===== config.mk =====
export PLATFORM = sky130hd
export DESIGN_NAME = dmem_port_arbiter
export DESIGN_NICKNAME = d
export VERILOG_FILES = /design/src/rtl/dmem_port_arbiter.sv
export SDC_FILE = /design/constraint.sdc
export NUM_CORES = 1
export LEC_CHECK = 0
export ABC_AREA = 1
export ABC_CLOCK_PERIOD_IN_PS = 1900
export CAP_MARGIN = 0
export CELL_PAD_IN_SITES_DETAIL_PLACEMENT = 0
export CELL_PAD_IN_SITES_GLOBAL_PLACEMENT = 1
export CORE_MARGIN = 8
export CORE_UTILIZATION = 26
export DETAILED_ROUTE_END_ITERATION = 6
export GPL_ROUTABILITY_DRIVEN = 0
export PLACE_DENSITY_LB_ADDON = 0.1
export SLEW_MARGIN = 20
export SYNTH_ARGS = -nofsm -noshare
export SYNTH_HDL_FRONTEND = slang
export SYNTH_SLANG_ARGS = --single-unit

===== constraint.sdc =====
create_clock -name clk -period 1.9 [get_ports clk]
set_clock_uncertainty 0.1 [all_clocks]
set_input_delay 0.285 -clock clk [delete_from_list [all_inputs] [get_ports clk]]
set_output_delay 0.285 -clock clk [all_outputs]
set_load 0.05 [all_outputs]

===== src/rtl/dmem_port_arbiter.sv =====
// Purpose : shares one synchronous data-memory port between requesters A and B
//           (round-robin arbitration with a bounded burst).
// Latency : grant is combinational in the request cycle. The response (x_rvalid/x_rdata)
//           comes exactly 1 cycle after the grant.
// Backpressure: a requester holds x_req until x_gnt. A loser simply waits and its stall
//           counter counts the wait. Grants may be back-to-back with no bubbles.
//
// Ports:
//   clk, reset            single clock, synchronous active-high reset
//   a_req/a_addr/a_wdata/a_wmask -> a_gnt, a_rvalid, a_rdata    requester A (wmask 0 = read)
//   b_*                   identical set for requester B
//   mem_cen/mem_addr/mem_wdata/mem_wmask -> memory port, mem_data <- read data (1-cycle latency)
//   a_stall_cnt/b_stall_cnt   saturating count of cycles spent requesting without a grant
module dmem_port_arbiter #(
   parameter int MAX_BURST = 4,
   parameter int CNT_W     = 16
) (
   input  logic             clk,
   input  logic             reset,
   input  logic             a_req,
   input  logic [31:0]      a_addr,
   input  logic [31:0]      a_wdata,
   input  logic [3:0]       a_wmask,
   output logic             a_gnt,
   output logic             a_rvalid,
   output logic [31:0]      a_rdata,
   input  logic             b_req,
   input  logic [31:0]      b_addr,
   input  logic [31:0]      b_wdata,
   input  logic [3:0]       b_wmask,
   output logic             b_gnt,
   output logic             b_rvalid,
   output logic [31:0]      b_rdata,
   output logic             mem_cen,
   output logic [31:0]      mem_addr,
   output logic [31:0]      mem_wdata,
   output logic [3:0]       mem_wmask,
   input  logic [31:0]      mem_data,
   output logic [CNT_W-1:0] a_stall_cnt,
   output logic [CNT_W-1:0] b_stall_cnt
);

   localparam int BW = $clog2(MAX_BURST + 1);
   localparam logic [BW-1:0] BURST_LIM = BW'(MAX_BURST);

   // owner_q: 0 = A, 1 = B. burst_q counts consecutive grants to the owner.
   logic          owner_q;
   logic [BW-1:0] burst_q;
   logic          owner_keeps;
   logic          gnt_a;
   logic          gnt_b;

   logic [31:0]      last_addr_q;
   logic [31:0]      last_wdata_q;
   logic             a_rvalid_q;
   logic             b_rvalid_q;
   logic [31:0]      a_hold_q;
   logic [31:0]      b_hold_q;
   logic [CNT_W-1:0] a_stall_q;
   logic [CNT_W-1:0] b_stall_q;

   // Under contention the owner keeps the port only while it has a burst in progress
   // that is still below the limit. burst_q==0 (only after reset) means nobody owns a burst,
   // so the non-owner (A, since reset makes B the owner) wins the first conflict.
   always_comb begin
      owner_keeps = (burst_q != '0) && (burst_q < BURST_LIM);
      gnt_a       = 1'b0;
      gnt_b       = 1'b0;
      if (!reset) begin
         if (a_req && b_req) begin
            if (owner_keeps) begin
               gnt_a = ~owner_q;
               gnt_b = owner_q;
            end else begin
               gnt_a = owner_q;
               gnt_b = ~owner_q;
            end
         end else begin
            gnt_a = a_req;
            gnt_b = b_req;
         end
      end
   end

   assign a_gnt = gnt_a;
   assign b_gnt = gnt_b;

   // Memory port: granted requester's fields. When idle, the address/data hold their last
   // granted values so the RAM inputs do not toggle needlessly.
   always_comb begin
      mem_cen   = gnt_a | gnt_b;
      mem_addr  = last_addr_q;
      mem_wdata = last_wdata_q;
      mem_wmask = 4'b0000;
      if (gnt_a) begin
         mem_addr  = a_addr;
         mem_wdata = a_wdata;
         mem_wmask = a_wmask;
      end else if (gnt_b) begin
         mem_addr  = b_addr;
         mem_wdata = b_wdata;
         mem_wmask = b_wmask;
      end
   end

   always_ff @(posedge clk) begin
      if (reset) begin
         last_addr_q  <= '0;
         last_wdata_q <= '0;
      end else if (mem_cen) begin
         last_addr_q  <= mem_addr;
         last_wdata_q <= mem_wdata;
      end
   end

   // Ownership tracking. gnt_b doubles as the id of the granted requester.
   always_ff @(posedge clk) begin
      if (reset) begin
         owner_q <= 1'b1;
         burst_q <= '0;
      end else if (gnt_a || gnt_b) begin
         if (gnt_b == owner_q) begin
            if (burst_q < BURST_LIM) begin
               burst_q <= burst_q + BW'(1);
            end
         end else begin
            owner_q <= gnt_b;
            burst_q <= BW'(1);
         end
      end
   end

   // Responses: rvalid is the grant delayed by the memory latency. It also acknowledges writes.
   always_ff @(posedge clk) begin
      if (reset) begin
         a_rvalid_q <= 1'b0;
         b_rvalid_q <= 1'b0;
         a_hold_q   <= '0;
         b_hold_q   <= '0;
      end else begin
         a_rvalid_q <= gnt_a;
         b_rvalid_q <= gnt_b;
         if (a_rvalid_q) begin
            a_hold_q <= mem_data;
         end
         if (b_rvalid_q) begin
            b_hold_q <= mem_data;
         end
      end
   end

   assign a_rvalid = a_rvalid_q;
   assign b_rvalid = b_rvalid_q;
   // Live memory data in the response cycle, captured copy afterwards.
   assign a_rdata  = a_rvalid_q ? mem_data : a_hold_q;
   assign b_rdata  = b_rvalid_q ? mem_data : b_hold_q;

   // Stall counters saturate at all-ones and never wrap.
   always_ff @(posedge clk) begin
      if (reset) begin
         a_stall_q <= '0;
         b_stall_q <= '0;
      end else begin
         if (a_req && !gnt_a && (a_stall_q != '1)) begin
            a_stall_q <= a_stall_q + CNT_W'(1);
         end
         if (b_req && !gnt_b && (b_stall_q != '1)) begin
            b_stall_q <= b_stall_q + CNT_W'(1);
         end
      end
   end

   assign a_stall_cnt = a_stall_q;
   assign b_stall_cnt = b_stall_q;

endmodule


# Yosys cells after proc, flatten, opt, wreduce, memory -nomap -nowiden
# Cells that the tools add are included.
[op_classes]
n_reduce_logical = 12
eq_ne = 4
add_sub_neg = 3
n_lt_le_gt_ge = 1
bitwise_logic = 3
n_mux = 16
[op_table]
columns = ["operator", "n"]
rows = [
  ["two-way mux 32 bit", 6],
  ["adder 16 x 1 -> 16 bit (second input constant)", 2],
  ["!= test 16 bit (second input constant)", 2],
  ["two-way mux 4 bit", 2],
  ["logical AND 1 bit", 6],
  ["two-way mux 1 bit", 6],
  ["two-way mux 3 bit", 2],
  ["AND reduction 2 bit", 2],
  ["adder 3 x 1 -> 3 bit (second input constant)", 1],
  ["less-than comparator 3 bit (second input constant)", 1],
  ["nonzero test 3 bit", 1],
  ["logical NOT 1 bit", 2],
  ["!= test 2 bit (second input constant)", 1],
  ["inverter 1 bit", 2],
  ["== test 1 bit", 1],
  ["logical OR 1 bit", 1],
  ["OR 1 bit", 1],
]
[word_totals]
inputBits = 172
elab_cells = 49
output_inout_bits = 169
reg_bits = 166

# Depth between registers and ports, before layout
[logic_depth]
depth_word = 8
ltp_mapped = 14
ltp_nobuf = 12

# Worst setup path after synthesis
# Ideal clock, no wire load.
[synth_timing]
kind = "reg2out"
startpoint = "register burst_q[0]"
endpoint = "output port mem_wmask[0]"
arrival_time_ps = 1947
path_stages_with_launch = 10
path_buffers = 1
setup_slack_ps = -432
required_ps = 1515
path_cell_list = "dfxtp_1 -> inv_1 -> ha_1 -> o21ai_1 -> nand2_1 -> nand2_1 -> nand2_1 -> nor2_2 -> buf_2 -> a22o_1"
[synth_between]
word_cells_on_any_way = 11
classes_between = "1 x order compare; 8 x mux; 2 x reduce/logical"
[synth_rtl]
columns = ["element", "line_no", "source"]
rows = [
  ["from (decl)", "48", "logic [BW-1:0] burst_q;"],
  ["from (signal assigned)", "124", "burst_q <= burst_q + BW'(1);"],
  ["less-than comparator 3 bit or nonzero test 3 bit (tied branches)", "66", "owner_keeps = (burst_q != '0) && (burst_q < BURST_LIM);"],
  ["logical AND 1 bit (*)", "66", ""],
  ["two-way mux 1 bit (*)", "71", "if (owner_keeps) begin"],
  ["two-way mux 1 bit (*)", "70", "if (a_req && b_req) begin"],
  ["two-way mux 1 bit (*)", "69", "if (!reset) begin"],
  ["named net a_gnt", "24", "output logic a_gnt,"],
  ["two-way mux 4 bit (*)", "95", "if (gnt_a) begin"],
  ["to (decl)", "37", "output logic [3:0] mem_wmask,"],
]
# Mark *: on every way through the listed nets, which the timed path passes. The rest lies on a longest branch.

# Worst setup path after layout
[layout_timing]
startpoint = "register burst_q[1]"
endpoint = "output port mem_addr[25]"
[layout_between]
elab_chain_len = 7
word_cells_on_any_way = 11
classes_between = "1 x order compare; 8 x mux; 2 x reduce/logical"
[layout_lines]
columns = ["element", "line_no", "source"]
rows = [
  ["less-than comparator 3 bit or nonzero test 3 bit (tied branches)", "66", ""],
  ["logical AND 1 bit (*)", "66", ""],
  ["two-way mux 1 bit", "71", ""],
  ["two-way mux 1 bit", "70", ""],
  ["two-way mux 1 bit", "69", ""],
  ["two-way mux 32 bit", "99", "end else if (gnt_b) begin"],
  ["two-way mux 32 bit (*)", "95", ""],
  ["to (decl)", "35", "output logic [31:0] mem_addr,"],
]
# Every way passes the cells marked *; elsewhere a longest branch is shown, timed or not.

==> results.yml <==
synthesis:
  synth_seq_cells: 166
  syn-cell-area_um2: 7614
  synth.net_count: 1313
  synth-seq-area-share_pct: 43.65
  syn-mean-instance-area_um2: 6.696
  count_of_cell_types_in_the_netlist: 33
  post_synth_inst_count: 1137
  synthTopCellsByArea: "dfxtp_1, nand2_1, nand3_1"
  synthDominantAreaCellType: "dfxtp_1"
  synth_top_cell_area_share_pct: 43.65
  synthesis.yosys.warnings: 0
worst_setup_path:
  crit-reg2reg-capture: "last_wdata_q[12]"
  worst_setup_path_start_kind: "flip-flop"
  cp-end-kind: "output pin"
  worst_ep_arrival_time_ps: 2180
  timing.critical_path.required_ps: 1510
  reg2reg_setup_slack_ps: -270
  critical_path_class: "flip-flop to output pin"
  worst_r2r_startpoint: "burst_q[1]"
  reg2reg_depth: 18
  worst-path-max-fanout: 8
cells_and_area:
  final-instance-count-excl-fill: 1982
  final_stage_net_count: 1758
  layout_common_cells: "nand2_1, clkdlybuf4s50_1, buf_4, dfxtp_1, a21oi_1"
  fill_cells: 2724
  area.growth.synth_to_final_pct: 102.5
  fin_area_um2: 15420
  drive_gt1_share_pct: 36.68
  layout.cells.most_common: "nand2_1"
die:
  die-width_um: 187.1
  floorplan.core_area_um2: 28780
  io-pin-count: 341
  die_h_um: 187.1
  rows: 62
  initial_utilization_pct: 26.45
  design.die.area_um2: 35010
cts:
  cts_max_path_buffers: 2
  ctsRootBufferMaster: "clkbuf_16"
  cts_made_buffers: 17
  cts_tree: "built"
  clkSinkCount: 166
  clkLatencyLatePin_ps: 430
  path_clk_slew_ps: 80
  htree_num_levels: 4
global_routing:
  first_global_vias: 8496
  grt_max_degree: 80
  grt_antenna_before_repair: 3
  grt_pass1_wl_mm: 50.94
  overflow: 0
  track_usage_pct: 18.34
routing:
  drtAntennaViolNets: 0
  detail_route.iter0.violations: 303
  detail_route.vias_per_cell: 4.395
  routed_wirelength_mm: 33.02
  detail_route.wl_per_cell_um: 16.66
  drt-pass1-iter-count: 4
  vias: 8711
  post-route-drc-count: 0
hold_path:
  hold_path_startpoint: "reset"
  min_delay_path_depth: 3
  hold_end: "burst_q[1]"
  timing.hold.worst.class: "input port to flip-flop"
sta:
  min_period_over_period_pct: 134.8
  setup_viol: 117
  tightestPinTransition_ps: 925.0
  grt_setup_unrepaired: "yes"
  final_hold_vio_count: 0
  finalCriticalPeriod_ps: 2562
  max_freq_mhz: 390.4
  final_report_max_slew_violation_count: 0
  timing.setup.tns_ps: -45770
  fin_ws_ps: -661.7
  slew_headroom_pct: 38.34
status:
  outcome: "complete, but fails checks"
  failing_checks: "negative setup slack"
power:
  reported_leakage_power_nw: 7.461
  switching_share_pct: 35.43
  totalPowerFinal_mw: 11.47
  power.sequential.fraction_pct: 32.4
  power_per_cell_area_nw_per_um2: 744.1
  comb_power_share_pct: 37.3
  power.ir.vdd_worst_mv: 0.4279
  internal_power_mw: 7.408
  share_clk_of_total_power_pct: 30.3
  total_switching_power_mw: 4.065
placement:
  post_detail_place_hpwl_mm: 23.95
  placedInstanceArea_um2: 13690
  port-buffer-count: 340
  dp_cells: 1909
job:
  maxCapViolCount: 0
[worst max path at each step]
stage / startpoint / slack [ps] / cells past startpoint / end
3_3_place_gp: a_req / -340 / 8 / mem_addr[7]
3_5_place_dp: b_req / -360 / 9 / mem_addr[24]
6_report: burst_q[1] / -660 / 13 / mem_addr[25]
5_1_grt: burst_q[1] / -750 / 13 / mem_addr[28]
2_1_floorplan: burst_q[0] / -50 / 11 / mem_wdata[10]
4_1_cts: burst_q[1] / -680 / 14 / mem_addr[16]
[power by group through the flow]
stage,Combinational [mW],Sequential (mW),Clock (mW)
after floorplan,1.93,3.83,0
after global placement,3.88,3.79,0
after detailed placement,3.90,3.79,0
after CTS,4.16,3.72,3.62
after global routing,4.50,3.74,3.75
final,4.27,3.72,3.48
[metal layers]
metal	vias to the layer above	part of all wire (%)	GRT usage, %
met5	-	0	0
met4	0	1.8	6.109
met3	24	4.1	3.561
met2	209	50	31.66
met1	4020	44	22.49
li1	4458	-	-
[cells in the mapped netlist]
cell type,n
inv_1,89
a21oi_2,4
nor3b_4,1
buf_2,14
nand2_4,1
nand3b_1,1
xnor2_1,9
nor2_2,1
buf_1,15
ha_1,4
a21oi_1,93
nand3_2,2
nand2_2,3
o211ai_1,1
buf_8,1
clkbuf_1,24
nand4_4,2
nor3_4,1
nand3_1,106
xor2_1,16
a22o_1,4
nor2_1,35
buf_6,1
nand4_1,6
o21ai_0,4
o21ai_1,1
a21boi_4,1
inv_2,2
buf_4,3
dfxtp_1,166
nor3_1,4
nor2_4,1
nand2_1,521
[registers in the layout, summed over array words and instances, names as in the netlist, 3 cells and up]
signal        flops
last_addr_q      32
b_hold_q         32
burst_q           3
a_hold_q         32
last_wdata_q     32
b_stall_cnt      16
a_stall_cnt      16
[final cells by class]
| type | count | area [um^2] | area share, % |
|---|---|---|---|
| tap | 384 | 480.5 | 3.116 |
| timing repair buffer | 484 | 5619 | 36.44 |
| antenna | 3 | 7.507 | 0.04869 |
| multi-input combinational | 822 | 5002 | 32.44 |
| clock inverter | 14 | 157.7 | 1.022 |
| inverter | 91 | 356.6 | 2.313 |
| clock buffer | 18 | 429.2 | 2.783 |
| sequential | 166 | 3367 | 21.84 |
[what timing repair did]
| item | in CTS | in global routing |
|---|---|---|
| gates resized for setup | 106 | 98 |
| pin swaps | 7 | 2 |
| setup buffers | 20 | 17 |
| gates cloned | 6 | 3 |
| setup endpoints to repair | 132 | 185 |
| hold buffers | 0 | 0 |
[kinds of logic after synthesis]
family | after synthesis | share of synthesized area (%)
DFF | 166 | 43.65
AOI/OAI and AO/OA | 108 | 7.707
adders and majority gates | 4 | 0.6574
and+or+nand+nor | 685 | 37.14
xor gates and xnor gates | 25 | 2.876
buffers and inverters | 149 | 7.970
[per-stage QoR]
stage	util, %	worst slack (ps)	hold slack, ps
2_1_floorplan	-	-48.39	336.9
3_3_place_gp	47.57	-336.5	355.1
3_5_place_dp	47.57	-359.6	359.9
4_1_cts	52.03	-682.8	167.0
5_1_grt	53.58	-753.4	189.0
6_report	53.58	-661.7	189.3
[worst max-delay path, cell delays in order (launching register included)]
cell and delay, ps:
dfxtp_2 340, inv_2 50, ha_4 160, o21ai_4 150, nand2_2 80, nand2_2 80, nand2_2 70, nor2_4 100
buf_12 140, buf_8 130, buf_12 140, nand2_2 80, nand3_4 80, buf_12 140
Power figures use the tool's default switching activity.
